===== src/rtl/mem_request_arbiter.sv =====
// Arbitrates one pending fetch, load and store onto a single-outstanding memory controller port,
// store first, with a counter that promotes a repeatedly passed-over fetch.
module mem_request_arbiter #(
  parameter int unsigned STARVE_LIMIT = 4
) (
  input  logic        clk,
  input  logic        rst,
  input  logic        io_buffer_full,
  input  logic        rob_rollback_in,
  input  logic        fet_request_in,
  input  logic [31:0] fet_address_in,
  output logic        fet_ready_out,
  output logic [31:0] fet_instruction_out,
  input  logic        lsb_request_in,
  input  logic        lsb_rw_signal_in,
  input  logic [31:0] lsb_address_in,
  input  logic [2:0]  lsb_goal_in,
  input  logic [31:0] lsb_data_in,
  output logic        lsb_ready_out,
  output logic [31:0] lsb_data_out,
  output logic        mc_request_out,
  output logic        mc_rw_out,
  output logic [31:0] mc_address_out,
  output logic [2:0]  mc_goal_out,
  output logic [31:0] mc_data_out,
  input  logic        mc_ready_in,
  input  logic [31:0] mc_data_in
);

  localparam logic [2:0] SkipMax = 3'(STARVE_LIMIT);

  typedef enum logic {StIdle, StWait} state_e;
  typedef enum logic [1:0] {OwnFetch, OwnLoad, OwnStore} owner_e;
  typedef enum logic [1:0] {GntNone, GntFetch, GntLoad, GntStore} grant_e;

  state_e state_q, state_d;
  owner_e owner_q, owner_d;

  logic        fet_pend_q, fet_pend_d;
  logic [31:0] fet_addr_q, fet_addr_d;
  logic        ld_pend_q, ld_pend_d;
  logic [31:0] ld_addr_q, ld_addr_d;
  logic [2:0]  ld_goal_q, ld_goal_d;
  logic        st_pend_q, st_pend_d;
  logic [31:0] st_addr_q, st_addr_d;
  logic [2:0]  st_goal_q, st_goal_d;
  logic [31:0] st_data_q, st_data_d;
  logic [2:0]  skip_q, skip_d;

  logic        mc_req_q, mc_req_d;
  logic        mc_rw_q, mc_rw_d;
  logic [31:0] mc_addr_q, mc_addr_d;
  logic [2:0]  mc_goal_q, mc_goal_d;
  logic [31:0] mc_wdata_q, mc_wdata_d;
  logic        fet_rdy_q, fet_rdy_d;
  logic [31:0] fet_instr_q, fet_instr_d;
  logic        lsb_rdy_q, lsb_rdy_d;
  logic [31:0] lsb_rdata_q, lsb_rdata_d;

  logic   fet_ok, ld_ok, st_ok;
  logic   fet_busy, ld_busy, st_busy;
  grant_e grant;

  // Fetch and load are speculative, so a rollback makes them ineligible in the same cycle.
  always_comb begin
    fet_ok = fet_pend_q & ~rob_rollback_in;
    ld_ok  = ld_pend_q & ~rob_rollback_in;
    st_ok  = st_pend_q & ~(io_buffer_full & (st_addr_q[17:16] == 2'b11));
    grant  = GntNone;
    if (state_q == StIdle) begin
      if (fet_ok && (skip_q == SkipMax)) begin
        grant = GntFetch;
      end else if (st_ok) begin
        grant = GntStore;
      end else if (ld_ok) begin
        grant = GntLoad;
      end else if (fet_ok) begin
        grant = GntFetch;
      end
    end
  end

  always_comb begin
    state_d     = state_q;
    owner_d     = owner_q;
    fet_pend_d  = fet_pend_q;
    fet_addr_d  = fet_addr_q;
    ld_pend_d   = ld_pend_q;
    ld_addr_d   = ld_addr_q;
    ld_goal_d   = ld_goal_q;
    st_pend_d   = st_pend_q;
    st_addr_d   = st_addr_q;
    st_goal_d   = st_goal_q;
    st_data_d   = st_data_q;
    skip_d      = skip_q;
    mc_req_d    = 1'b0;
    mc_rw_d     = mc_rw_q;
    mc_addr_d   = mc_addr_q;
    mc_goal_d   = mc_goal_q;
    mc_wdata_d  = mc_wdata_q;
    fet_rdy_d   = 1'b0;
    fet_instr_d = fet_instr_q;
    lsb_rdy_d   = 1'b0;
    lsb_rdata_d = lsb_rdata_q;

    fet_busy = fet_pend_q | ((state_q == StWait) && (owner_q == OwnFetch));
    ld_busy  = ld_pend_q | ((state_q == StWait) && (owner_q == OwnLoad));
    st_busy  = st_pend_q | ((state_q == StWait) && (owner_q == OwnStore));

    case (state_q)
      StIdle: begin
        if (grant != GntNone) state_d = StWait;
      end
      StWait: begin
        if (rob_rollback_in && (owner_q != OwnStore)) begin
          state_d = StIdle;
        end else if (mc_ready_in) begin
          state_d = StIdle;
          if (owner_q == OwnFetch) begin
            fet_rdy_d   = 1'b1;
            fet_instr_d = mc_data_in;
          end else begin
            lsb_rdy_d   = 1'b1;
            lsb_rdata_d = mc_data_in;
          end
        end
      end
      default: state_d = StIdle;
    endcase

    case (grant)
      GntFetch: begin
        fet_pend_d = 1'b0;
        owner_d    = OwnFetch;
        mc_req_d   = 1'b1;
        mc_rw_d    = 1'b0;
        mc_addr_d  = fet_addr_q;
        mc_goal_d  = 3'd4;
        mc_wdata_d = '0;
        skip_d     = '0;
      end
      GntLoad: begin
        ld_pend_d  = 1'b0;
        owner_d    = OwnLoad;
        mc_req_d   = 1'b1;
        mc_rw_d    = 1'b0;
        mc_addr_d  = ld_addr_q;
        mc_goal_d  = ld_goal_q;
        mc_wdata_d = '0;
      end
      GntStore: begin
        st_pend_d  = 1'b0;
        owner_d    = OwnStore;
        mc_req_d   = 1'b1;
        mc_rw_d    = 1'b1;
        mc_addr_d  = st_addr_q;
        mc_goal_d  = st_goal_q;
        mc_wdata_d = st_data_q;
      end
      default: ;
    endcase

    if (((grant == GntLoad) || (grant == GntStore)) && fet_ok && (skip_q != SkipMax)) begin
      skip_d = skip_q + 3'd1;
    end

    if (rob_rollback_in) begin
      fet_pend_d = 1'b0;
      ld_pend_d  = 1'b0;
    end

    // Intake only fills empty slots, so it never collides with a grant clearing the same slot.
    if (fet_request_in && !fet_busy && !rob_rollback_in) begin
      fet_pend_d = 1'b1;
      fet_addr_d = fet_address_in;
    end
    if (lsb_request_in && lsb_rw_signal_in && !st_busy) begin
      st_pend_d = 1'b1;
      st_addr_d = lsb_address_in;
      st_goal_d = lsb_goal_in;
      st_data_d = lsb_data_in;
    end
    if (lsb_request_in && !lsb_rw_signal_in && !ld_busy && !rob_rollback_in) begin
      ld_pend_d = 1'b1;
      ld_addr_d = lsb_address_in;
      ld_goal_d = lsb_goal_in;
    end
  end

  always_ff @(posedge clk) begin
    if (rst) begin
      state_q     <= StIdle;
      owner_q     <= OwnFetch;
      fet_pend_q  <= 1'b0;
      fet_addr_q  <= '0;
      ld_pend_q   <= 1'b0;
      ld_addr_q   <= '0;
      ld_goal_q   <= '0;
      st_pend_q   <= 1'b0;
      st_addr_q   <= '0;
      st_goal_q   <= '0;
      st_data_q   <= '0;
      skip_q      <= '0;
      mc_req_q    <= 1'b0;
      mc_rw_q     <= 1'b0;
      mc_addr_q   <= '0;
      mc_goal_q   <= '0;
      mc_wdata_q  <= '0;
      fet_rdy_q   <= 1'b0;
      fet_instr_q <= '0;
      lsb_rdy_q   <= 1'b0;
      lsb_rdata_q <= '0;
    end else begin
      state_q     <= state_d;
      owner_q     <= owner_d;
      fet_pend_q  <= fet_pend_d;
      fet_addr_q  <= fet_addr_d;
      ld_pend_q   <= ld_pend_d;
      ld_addr_q   <= ld_addr_d;
      ld_goal_q   <= ld_goal_d;
      st_pend_q   <= st_pend_d;
      st_addr_q   <= st_addr_d;
      st_goal_q   <= st_goal_d;
      st_data_q   <= st_data_d;
      skip_q      <= skip_d;
      mc_req_q    <= mc_req_d;
      mc_rw_q     <= mc_rw_d;
      mc_addr_q   <= mc_addr_d;
      mc_goal_q   <= mc_goal_d;
      mc_wdata_q  <= mc_wdata_d;
      fet_rdy_q   <= fet_rdy_d;
      fet_instr_q <= fet_instr_d;
      lsb_rdy_q   <= lsb_rdy_d;
      lsb_rdata_q <= lsb_rdata_d;
    end
  end

  assign mc_request_out      = mc_req_q;
  assign mc_rw_out           = mc_rw_q;
  assign mc_address_out      = mc_addr_q;
  assign mc_goal_out         = mc_goal_q;
  assign mc_data_out         = mc_wdata_q;
  assign fet_ready_out       = fet_rdy_q;
  assign fet_instruction_out = fet_instr_q;
  assign lsb_ready_out       = lsb_rdy_q;
  assign lsb_data_out        = lsb_rdata_q;

endmodule


===== config.mk =====
export PLATFORM = sky130hd
export DESIGN_NAME = mem_request_arbiter
export DESIGN_NICKNAME = d
export VERILOG_FILES = /design/src/rtl/mem_request_arbiter.sv
export SDC_FILE = /design/constraint.sdc
export NUM_CORES = 1
export LEC_CHECK = 0
export ABC_CLOCK_PERIOD_IN_PS = 4100
export CAP_MARGIN = 20
export CORE_AREA = 2 2 189 191
export DETAILED_ROUTE_END_ITERATION = 8
export DIE_AREA = 0 0 191 193
export PLACE_DENSITY = 0.57
export SYNTH_ARGS = -nofsm -noshare
export SYNTH_HDL_FRONTEND = slang
export SYNTH_SLANG_ARGS = --single-unit

===== constraint.sdc =====
create_clock -name clk -period 4.1 [get_ports clk]
set_input_delay 0.615 -clock clk [delete_from_list [all_inputs] [get_ports clk]]
set_output_delay 0.615 -clock clk [all_outputs]
set_load 0.1 [all_outputs]

==> qor.yml, run 1 <==
critPathRequiredTime_ps: 3480
fin_crit_sh_pct: 77.9
track_usage_pct: 16.6
grt.overflow.total: 0
run_status: "finished clean"
leakagePower_nw: 5.06
cp-startpoint: "owner_q[1]"
routed_via_density: 4.74
holdBufCountCts: 0
root_buffer: "clkbuf_16"
n_fill_cell: 3524
startpoint_type: "flop"
rows: 69
power.switching_mw: 1.77
synth_top_area_cell: "dfxtp_1"
crit_buf_inv: 1
synth_cells: 1245
endpoint: "mc_rw_out"
cts_setup_buffers: 0
synth_warnings: 0
dp_hpwl_um: 20500
setup_viol: 0
synth_area_um2: 10300
grt_pass1_vias: 8744
switching_share_pct: 27.4
whs_ps: 423
seq_area_frac_synth_pct: 53.7
peakVddDrop_uv: 305
cts_buffer_depth: 3
synth_edf_count: 0
drt_first_iter_violations: 526
drv_slew: 0
syn_avg_cell_area_um2: 8.29
crit_path_end_kind: "primary output"
synth_nets: 1386
area_delta_synth_final_pct: 40.5
cpPeakStageDelay_ps: 1290
sequentialPowerShare_pct: 44.1
regArea_um2: 5550
ff2ff_path_depth: 5
cap_violations: 0
crit_type: "flop to primary output"
worst_pin_slew_ps: 1070
critical_path.max_fanout: 12
synthDistinctLibCells: 39
place.gp.congestion: 0.745
vias: 9285
synthFlopType: "dfxtp_1"
crit_slowest_cell: "clkdlybuf4s50_1"
top_level_ports: 274
synth_seq_cells: 277
cts_buffers: 31
portBuffers: 273
clk_pin_slew_ps: 60
hold_violations: 0
worstSkewPairLatency_ps: 550
cp.arrival_ps: 2580
finalSetupTns_ps: 0
finalWirelength_um: 32500
cts_max_level: 1
power_frac_comb_pct: 14.5
firstDrtPassIters: 4
clockPowerShare_pct: 41.4
drive_gt1_share_pct: 5.56
max_freq_mhz: 313
crit_chain: "clkdlybuf4s50_1"
ant_nets: 0
antenna_found_initial: 1
multi_input_area_um2: 4390
cp_num_cells: 1
slew-limit-headroom_pct: 28.5
cts_tree: "built"
cts.sinks: 277
yosys-top-cells-count: "nand2_1, dfxtp_1, a21oi_1"
die_h_um: 193
drc: 0
hold_path.class: "primary input to flop"
post_cts_resized: 0
ys_async_sr_fraction_pct: 0
synth.area.top_cells: "dfxtp_1, nand2_1, a21oi_1"
grt_pass1_wl_um: 49100
synth_top_cell_area_share_pct: 53.7
finalCriticalPeriod_ps: 3190
grt_max_degree: 133
rsz0062_at_grt: "false"
power.density_nw_per_um2: 446
start_util_pct: 29.5
synth.most_common_cell: "nand2_1"
skew_ps: 11.5
die-area_um2: 36900
r2r_slack_ps: 1740
final_nets: 1613
drt-wirelength-per-cell_um: 16.6
design.core.area_um2: 35000
rr_startpoint: "owner_q[0]"
reg2reg_to: "st_addr_q[3]"
die_w_um: 191
critical_path.top_delay_family: "buffers and inverters"
p_int_mw: 4.70
==> cells in the final DEF, fill, tap and decap left out, types with 3 or more instances in the layout <==
cell and instances:
clkbuf_1 6, inv_1 5, a21oi_1 237, o22ai_1 32, nor2_1 5, clkdlybuf4s50_1 272
clkbuf_8 13, nand2_1 403, diode_2 4, nor2b_1 4, buf_12 4, mux2i_1 64
a31oi_1 3, clkbuf_16 31, clkinv_2 5, nand3_1 74, nor3_1 3, dfxtp_1 277
buf_4 17
==> power by group through the flow <==
stage | logic, mW | clock network [mW] | registers, mW
final | 0.938 | 2.68 | 2.85
after global routing | 1.00 | 2.85 | 2.86
after CTS | 0.948 | 2.75 | 2.85
after detailed placement | 0.946 | 0 | 2.91
after global placement | 0.941 | 0 | 2.91
after floorplan | 0.382 | 0 | 3.11
==> cells by family (layout without fill, tap and decap cells) <==
logic type               after synthesis  in the layout  synth area share [%]
adder cells (fa/ha/maj)                2              2                 0.242
AO/OA/AOI/OAI                        293            293                  15.4
buffers and inverters                106            354                  4.57
other                                  0              4                     0
multiplexers                          64             64                  6.21
flip-flops                           277            277                  53.7
AND/OR/NAND/NOR                      503            503                  19.8
==> stage by stage <==
step                      power, mW  utilization, %  cell area, µm²  setup WS, ps  cells
after detailed placement       3.86            38.5           13500          1140   1899
after global routing           6.72            41.4           14500           816   1955
final                          6.47            41.5           14500           905   1958
after global placement         3.85            38.5           13500          1210   1899
after CTS                      6.55            41.4           14500           871   1953
after floorplan                3.49               -           10300          1910   1245
==> worst min-delay path by stage <==
stage,to,start,cells past startpoint
4_1_cts,st_addr_q[27],rst,2
6_report,fet_addr_q[24],rst,2
3_3_place_gp,st_addr_q[23],st_addr_q[23],2
3_5_place_dp,ld_addr_q[15],ld_addr_q[15],2
2_1_floorplan,fet_addr_q[0],fet_addr_q[0],2
5_1_grt,st_addr_q[27],rst,2
==> layout make-up <==
type	count	share of cell area (%)
multi-input cells	862	30.3
diodes	4	0.0690
repair buffers	295	20.5
clock inverters	5	0.173
clock buffers	49	6.64
inverters	5	0.129
well taps	461	3.98
flip-flops and latches	277	38.2
==> flip-flops by register name, summed over array words and instances, names as in the netlist, 32 cells and up <==
name                 flops
mc_address_out          32
fet_instruction_out     32
st_data_q               32
fet_addr_q              32
mc_data_out             32
ld_addr_q               32
st_addr_q               32
lsb_data_out            32
==> layer usage <==
metal | GRT usage, % | wire length, µm | vias to the layer above
li1 | - | - | 4647
met1 | 22.5 | 14500 | 4345
met2 | 27.5 | 15500 | 246
met3 | 2.23 | 1690 | 47
met4 | 5.37 | 765 | 0
met5 | 0 | 0 | -
Power figures use the tool's default switching activity.
==> run 2: changes to the inputs <==
- ABC_CLOCK_PERIOD_IN_PS: 4100 -> 2700
- PLACE_DENSITY: 0.57 -> 0.59
- clock period: 4.1 -> 2.7 ns (I/O delays scaled with it)
==> qor.yml, run 2 (synthesis results as in run 1) <==
cts_tree: "built"  # unchanged
power.total_mw: 9.98  # was 6.47 mW
cts.sinks: 277  # unchanged
die_w_um: 191  # unchanged
die_h_um: 193  # unchanged
rows: 69  # unchanged
crit_slowest_cell: "dfxtp_1"  # was clkdlybuf4s50_1
drt_first_iter_violations: 497  # was 526
cts_buffers: 31  # unchanged
startpoint_type: "flop"  # unchanged
layout_commonest_cell: "nand2_1"  # unchanged
finalSetupTns_ps: 0  # unchanged
firstDrtPassIters: 5  # was 4
worst_pin_slew_ps: 709  # was 1070 ps
cpPeakStageDelay_ps: 770  # was 1290 ps
portBuffers: 273  # unchanged
n_fill_cell: 3524  # unchanged
critical_path.top_delay_family: "flip-flops"  # was buffers and inverters
area_delta_synth_final_pct: 38.4  # was 40.5%
crit_chain: "buf_4"  # was clkdlybuf4s50_1
grt_pass1_vias: 8871  # was 8744
dp_hpwl_um: 20900  # was 20500 µm
run_status: "finished clean"  # unchanged
place.gp.congestion: 0.808  # was 0.745
crit_path_end_kind: "primary output"  # unchanged
sequentialPowerShare_pct: 43.4  # was 44.1%
root_buffer: "clkbuf_16"  # unchanged
setup_viol: 0  # unchanged
hold_violations: 0  # unchanged
drc: 0  # unchanged
switching_share_pct: 28.2  # was 27.4%
power.density_nw_per_um2: 699  # was 446 nW/µm²
power_frac_comb_pct: 14.3  # was 14.5%
skew_ps: 17.9  # was 11.5 ps
clockPowerShare_pct: 42.2  # was 41.4%
finalCriticalPeriod_ps: 2180
post_cts_resized: 0  # unchanged
design_area_um2: 14300  # was 14500 µm²
leakagePower_nw: 5.38  # was 5.06 nW
top_level_ports: 274  # unchanged
final_cell_mix: "nand2_1, dfxtp_1, a21oi_1, buf_4, clkdlybuf4s50_1"  # was nand2_1, dfxtp_1, clkdlybuf4s50_1, a21oi_1, nand3_1
vias: 9385  # was 9285
peakVddDrop_uv: 489  # was 305 µV
cp.arrival_ps: 1770  # was 2580 ps
design.core.area_um2: 35000  # unchanged
p_int_mw: 7.17  # was 4.70 mW
start_util_pct: 29.5  # unchanged
cts_buffer_depth: 3  # unchanged
finalWirelength_um: 32900  # was 32500 µm
drt-wirelength-per-cell_um: 16.7  # was 16.6 µm
grt_pass1_wl_um: 49900  # was 49100 µm
die-area_um2: 36900  # unchanged
ant_nets: 0  # unchanged
place_area_um2: 13200  # was 13500 µm²
track_usage_pct: 16.9  # was 16.6%
rsz0062_at_grt: "false"  # unchanged
hold_path.class: "primary input to flop"  # unchanged
critPathRequiredTime_ps: 2300  # was 3480 ps
crit_type: "flop to primary output"  # unchanged
crit_buf_inv: 1  # unchanged
worstSkewPairLatency_ps: 570  # was 550 ps
grt_max_degree: 88  # was 133
critical_path.max_fanout: 12  # unchanged
slew-limit-headroom_pct: 52.7  # was 28.5%
cts_setup_buffers: 0  # unchanged
drv_slew: 0  # unchanged
fin_crit_sh_pct: 80.7
routed_via_density: 4.77  # was 4.74
power.switching_mw: 2.81  # was 1.77 mW
holdBufCountCts: 0  # unchanged
antenna_found_initial: 4  # was 1
final_nets: 1618  # was 1613
max_freq_mhz: 459
cap_violations: 0  # unchanged
cts_max_level: 1  # unchanged
clk_pin_slew_ps: 60  # about the same
drive_gt1_share_pct: 15.2  # was 5.56%
grt.overflow.total: 0  # unchanged
[run 2: metal layers]
layer | GRT usage [%] | routed length [µm] | up-vias
li1 | - | - | 4667
met1 | 22.4 | 14300 | 4385
met2 | 27.7 | 15800 | 283
met3 | 3.04 | 1990 | 48
met4 | 5.78 | 775 | 2
met5 | 0 | 14 | -
[run 2: worst paths after layout]
check / slack [ps] / depth (start not counted) / to / from
setup reg to reg: 570 / 7 / mc_address_out[2] / skip_q[0]
setup / recovery: 520 / 1 / mc_rw_out / owner_q[1]
hold reg to reg: 450 / 2 / lsb_data_out[11] / lsb_data_out[11]
hold / removal: 200 / 2 / ld_goal_q[1] / rst
[run 2: final cells by class]
type,instances,area (µm²),area share (%)
multi-input combinational,862,4390,30.7
clock inverter,19,169,1.18
inverter,5,18.8,0.131
antenna,6,15.0,0.105
sequential,277,5550,38.8
timing repair buffer,300,2710,19.0
clock buffer,39,856,5.99
tap,461,577,4.04
[run 2: power groups by stage]
stage,Combinational [mW],Sequential [mW],Clock (mW)
global route,1.53,4.35,4.48
finish,1.43,4.34,4.21
floorplan,0.580,4.72,0
detailed placement,1.44,4.42,0
global placement,1.43,4.42,0
CTS,1.44,4.33,4.32
[run 2: stage by stage]
stage / std cells / utilization [%] / setup slack [ps] / hold WS, ps
5_1_grt: 1965 / 40.8 / 423 / 215
2_1_floorplan: 1245 / - / 506 / 436
3_3_place_gp: 1905 / 37.9 / 287 / 442
4_1_cts: 1963 / 40.8 / 482 / 189
6_report: 1969 / 40.8 / 520 / 203
3_5_place_dp: 1905 / 37.9 / 219 / 447
==> run 3: changes to the inputs <==
- ABC_CLOCK_PERIOD_IN_PS: 2700 -> 2300
- PLACE_DENSITY: 0.59 -> 0.57
- clock period: 2.7 -> 2.3 ns (I/O delays scaled with it)
==> qor.yml, run 3 (synthesis results as in run 1) <==
fin_ws_ps: 250  # was 520 ps
design.core.area_um2: 35000  # unchanged
drt_first_iter_violations: 439  # was 497
drt-wirelength-per-cell_um: 16.6  # was 16.7 µm
finalSetupTns_ps: 0  # unchanged
cp.arrival_ps: 2420  # was 1770 ps
top_level_ports: 274  # unchanged
switching_share_pct: 26.1  # was 28.2%
root_buffer: "clkbuf_16"  # unchanged
cap_violations: 0  # unchanged
die_h_um: 193  # unchanged
die-area_um2: 36900  # unchanged
rsz0062_at_grt: "false"  # unchanged
area_delta_synth_final_pct: 41.8  # was 38.4%
post-route-util_pct: 41.9  # was 40.8%
p_int_mw: 9.23  # was 7.17 mW
drv_slew: 0  # unchanged
layout_commonest_cell: "nand2_1"  # unchanged
clockPowerShare_pct: 45.4  # was 42.2%
crit_type: "flop to flop"  # was flop to primary output
firstDrtPassIters: 5  # unchanged
power_frac_comb_pct: 14.0  # was 14.3%
cpPeakStageDelay_ps: 360  # was 770 ps
max_freq_mhz: 488
grt_pass1_vias: 8905  # was 8871
sequentialPowerShare_pct: 40.6  # was 43.4%
grt_pass1_wl_um: 49800  # was 49900 µm
peakVddDrop_uv: 422  # was 489 µV
finalCriticalPeriod_ps: 2050
finalWirelength_um: 33000  # was 32900 µm
critical_path.max_fanout: 35  # was 12
power.density_nw_per_um2: 854  # was 699 nW/µm²
portBuffers: 273  # unchanged
start_util_pct: 29.5  # unchanged
drive_gt1_share_pct: 15.8  # was 15.2%
crit_slowest_cell: "dfxtp_1"  # unchanged
post_cts_resized: 0  # unchanged
slew-limit-headroom_pct: 64.1  # was 52.7%
dp_hpwl_um: 21300  # was 20900 µm
place_ws_ps: 82.3  # was 219 ps
hold_path.class: "primary input to flop"  # unchanged
final_nets: 1632  # was 1618
track_usage_pct: 17.1  # was 16.9%
holdBufCountCts: 0  # unchanged
run_status: "finished clean"  # unchanged
fin_crit_sh_pct: 89.1
whs_ps: 269  # was 203 ps
setup_viol: 0  # unchanged
ant_nets: 0  # unchanged
vias: 9383  # was 9385
grt.overflow.total: 0  # unchanged
crit_chain: "inv_1, ha_1, a21boi_1, o32a_2, buf_12, mux2i_1, o22ai_1"  # was buf_4
drc: 0  # unchanged
hold_violations: 0  # unchanged
cts_buffer_depth: 3  # unchanged
worst_pin_slew_ps: 531  # was 709 ps
worstSkewPairLatency_ps: 510  # was 570 ps
cts_setup_buffers: 0  # unchanged
r2r_slack_ps: 250  # was 570 ps
place.gp.congestion: 0.771  # was 0.808
routed_via_density: 4.73  # was 4.77
cts_tree: "built"  # unchanged
crit_path_end_kind: "flop"  # was primary output
grt_max_degree: 72  # was 88
cts.sinks: 277  # unchanged
die_w_um: 191  # unchanged
power.switching_mw: 3.27  # was 2.81 mW
cts_buffers: 34  # was 31
antenna_found_initial: 6  # was 4
critPathRequiredTime_ps: 2670  # was 2300 ps
cts_max_level: 2  # was 1
fin_cells: 1983  # was 1969
final_cell_mix: "nand2_1, dfxtp_1, a21oi_1, buf_4, clkdlybuf4s50_1"  # unchanged
skew_ps: 18.3  # was 17.9 ps
place_inst: 1916  # was 1905
startpoint_type: "flop"  # unchanged
rows: 69  # unchanged
clk_pin_slew_ps: 60  # about the same
leakagePower_nw: 5.55  # was 5.38 nW
## run 3: routing by layer
metal  up-vias  routed length, µm  GRT usage (%)
met5         -                  0              0
met4         0                741           6.35
met3        45               1630           2.73
met2       235              16000           28.0
met1      4407              14600           22.6
li1       4696                  -              -
## run 3: final cells by class
type                    instances  area [µm²]
diodes                          6        15.0
clock inverters                12         185
multi-input cells             862        4390
flip-flops and latches        277        5550
repair buffers                311        2880
clock buffers                  49        1020
well taps                     461         577
fillers                      3498       20300
inverters                       5        18.8
## run 3: worst paths after layout
check / startpoint / end / depth (start not counted)
worst min-delay path: rst / fet_addr_q[23] / 2
worst max-delay path: skip_q[0] / mc_address_out[15] / 7
worst min register to register: st_addr_q[4] / st_addr_q[4] / 2
worst max register to register: skip_q[0] / mc_address_out[15] / 7
## run 3: critical path: cells and delay by family, from the launching register on
family / cells / cell delay (ps)
buffers and inverters: 2 / 330
flip-flops: 1 / 360
AO/OA/AOI/OAI: 3 / 730
adder cells (fa/ha/maj): 1 / 230
multiplexers: 1 / 240
## run 3: power groups by stage
stage	sequential, mW	combinational (mW)	clock (mW)
final	5.08	1.75	5.67
after global routing	5.10	1.87	6.03
after CTS	5.08	1.77	5.82
after detailed placement	5.18	1.76	0
after global placement	5.18	1.75	0
after floorplan	5.54	0.681	0
## run 3: stage by stage
stage	area (µm²)	total power, mW
after global routing	14600	13.0
after floorplan	10300	6.22
final	14600	12.5
after CTS	14600	12.7
after detailed placement	13400	6.95
after global placement	13400	6.93
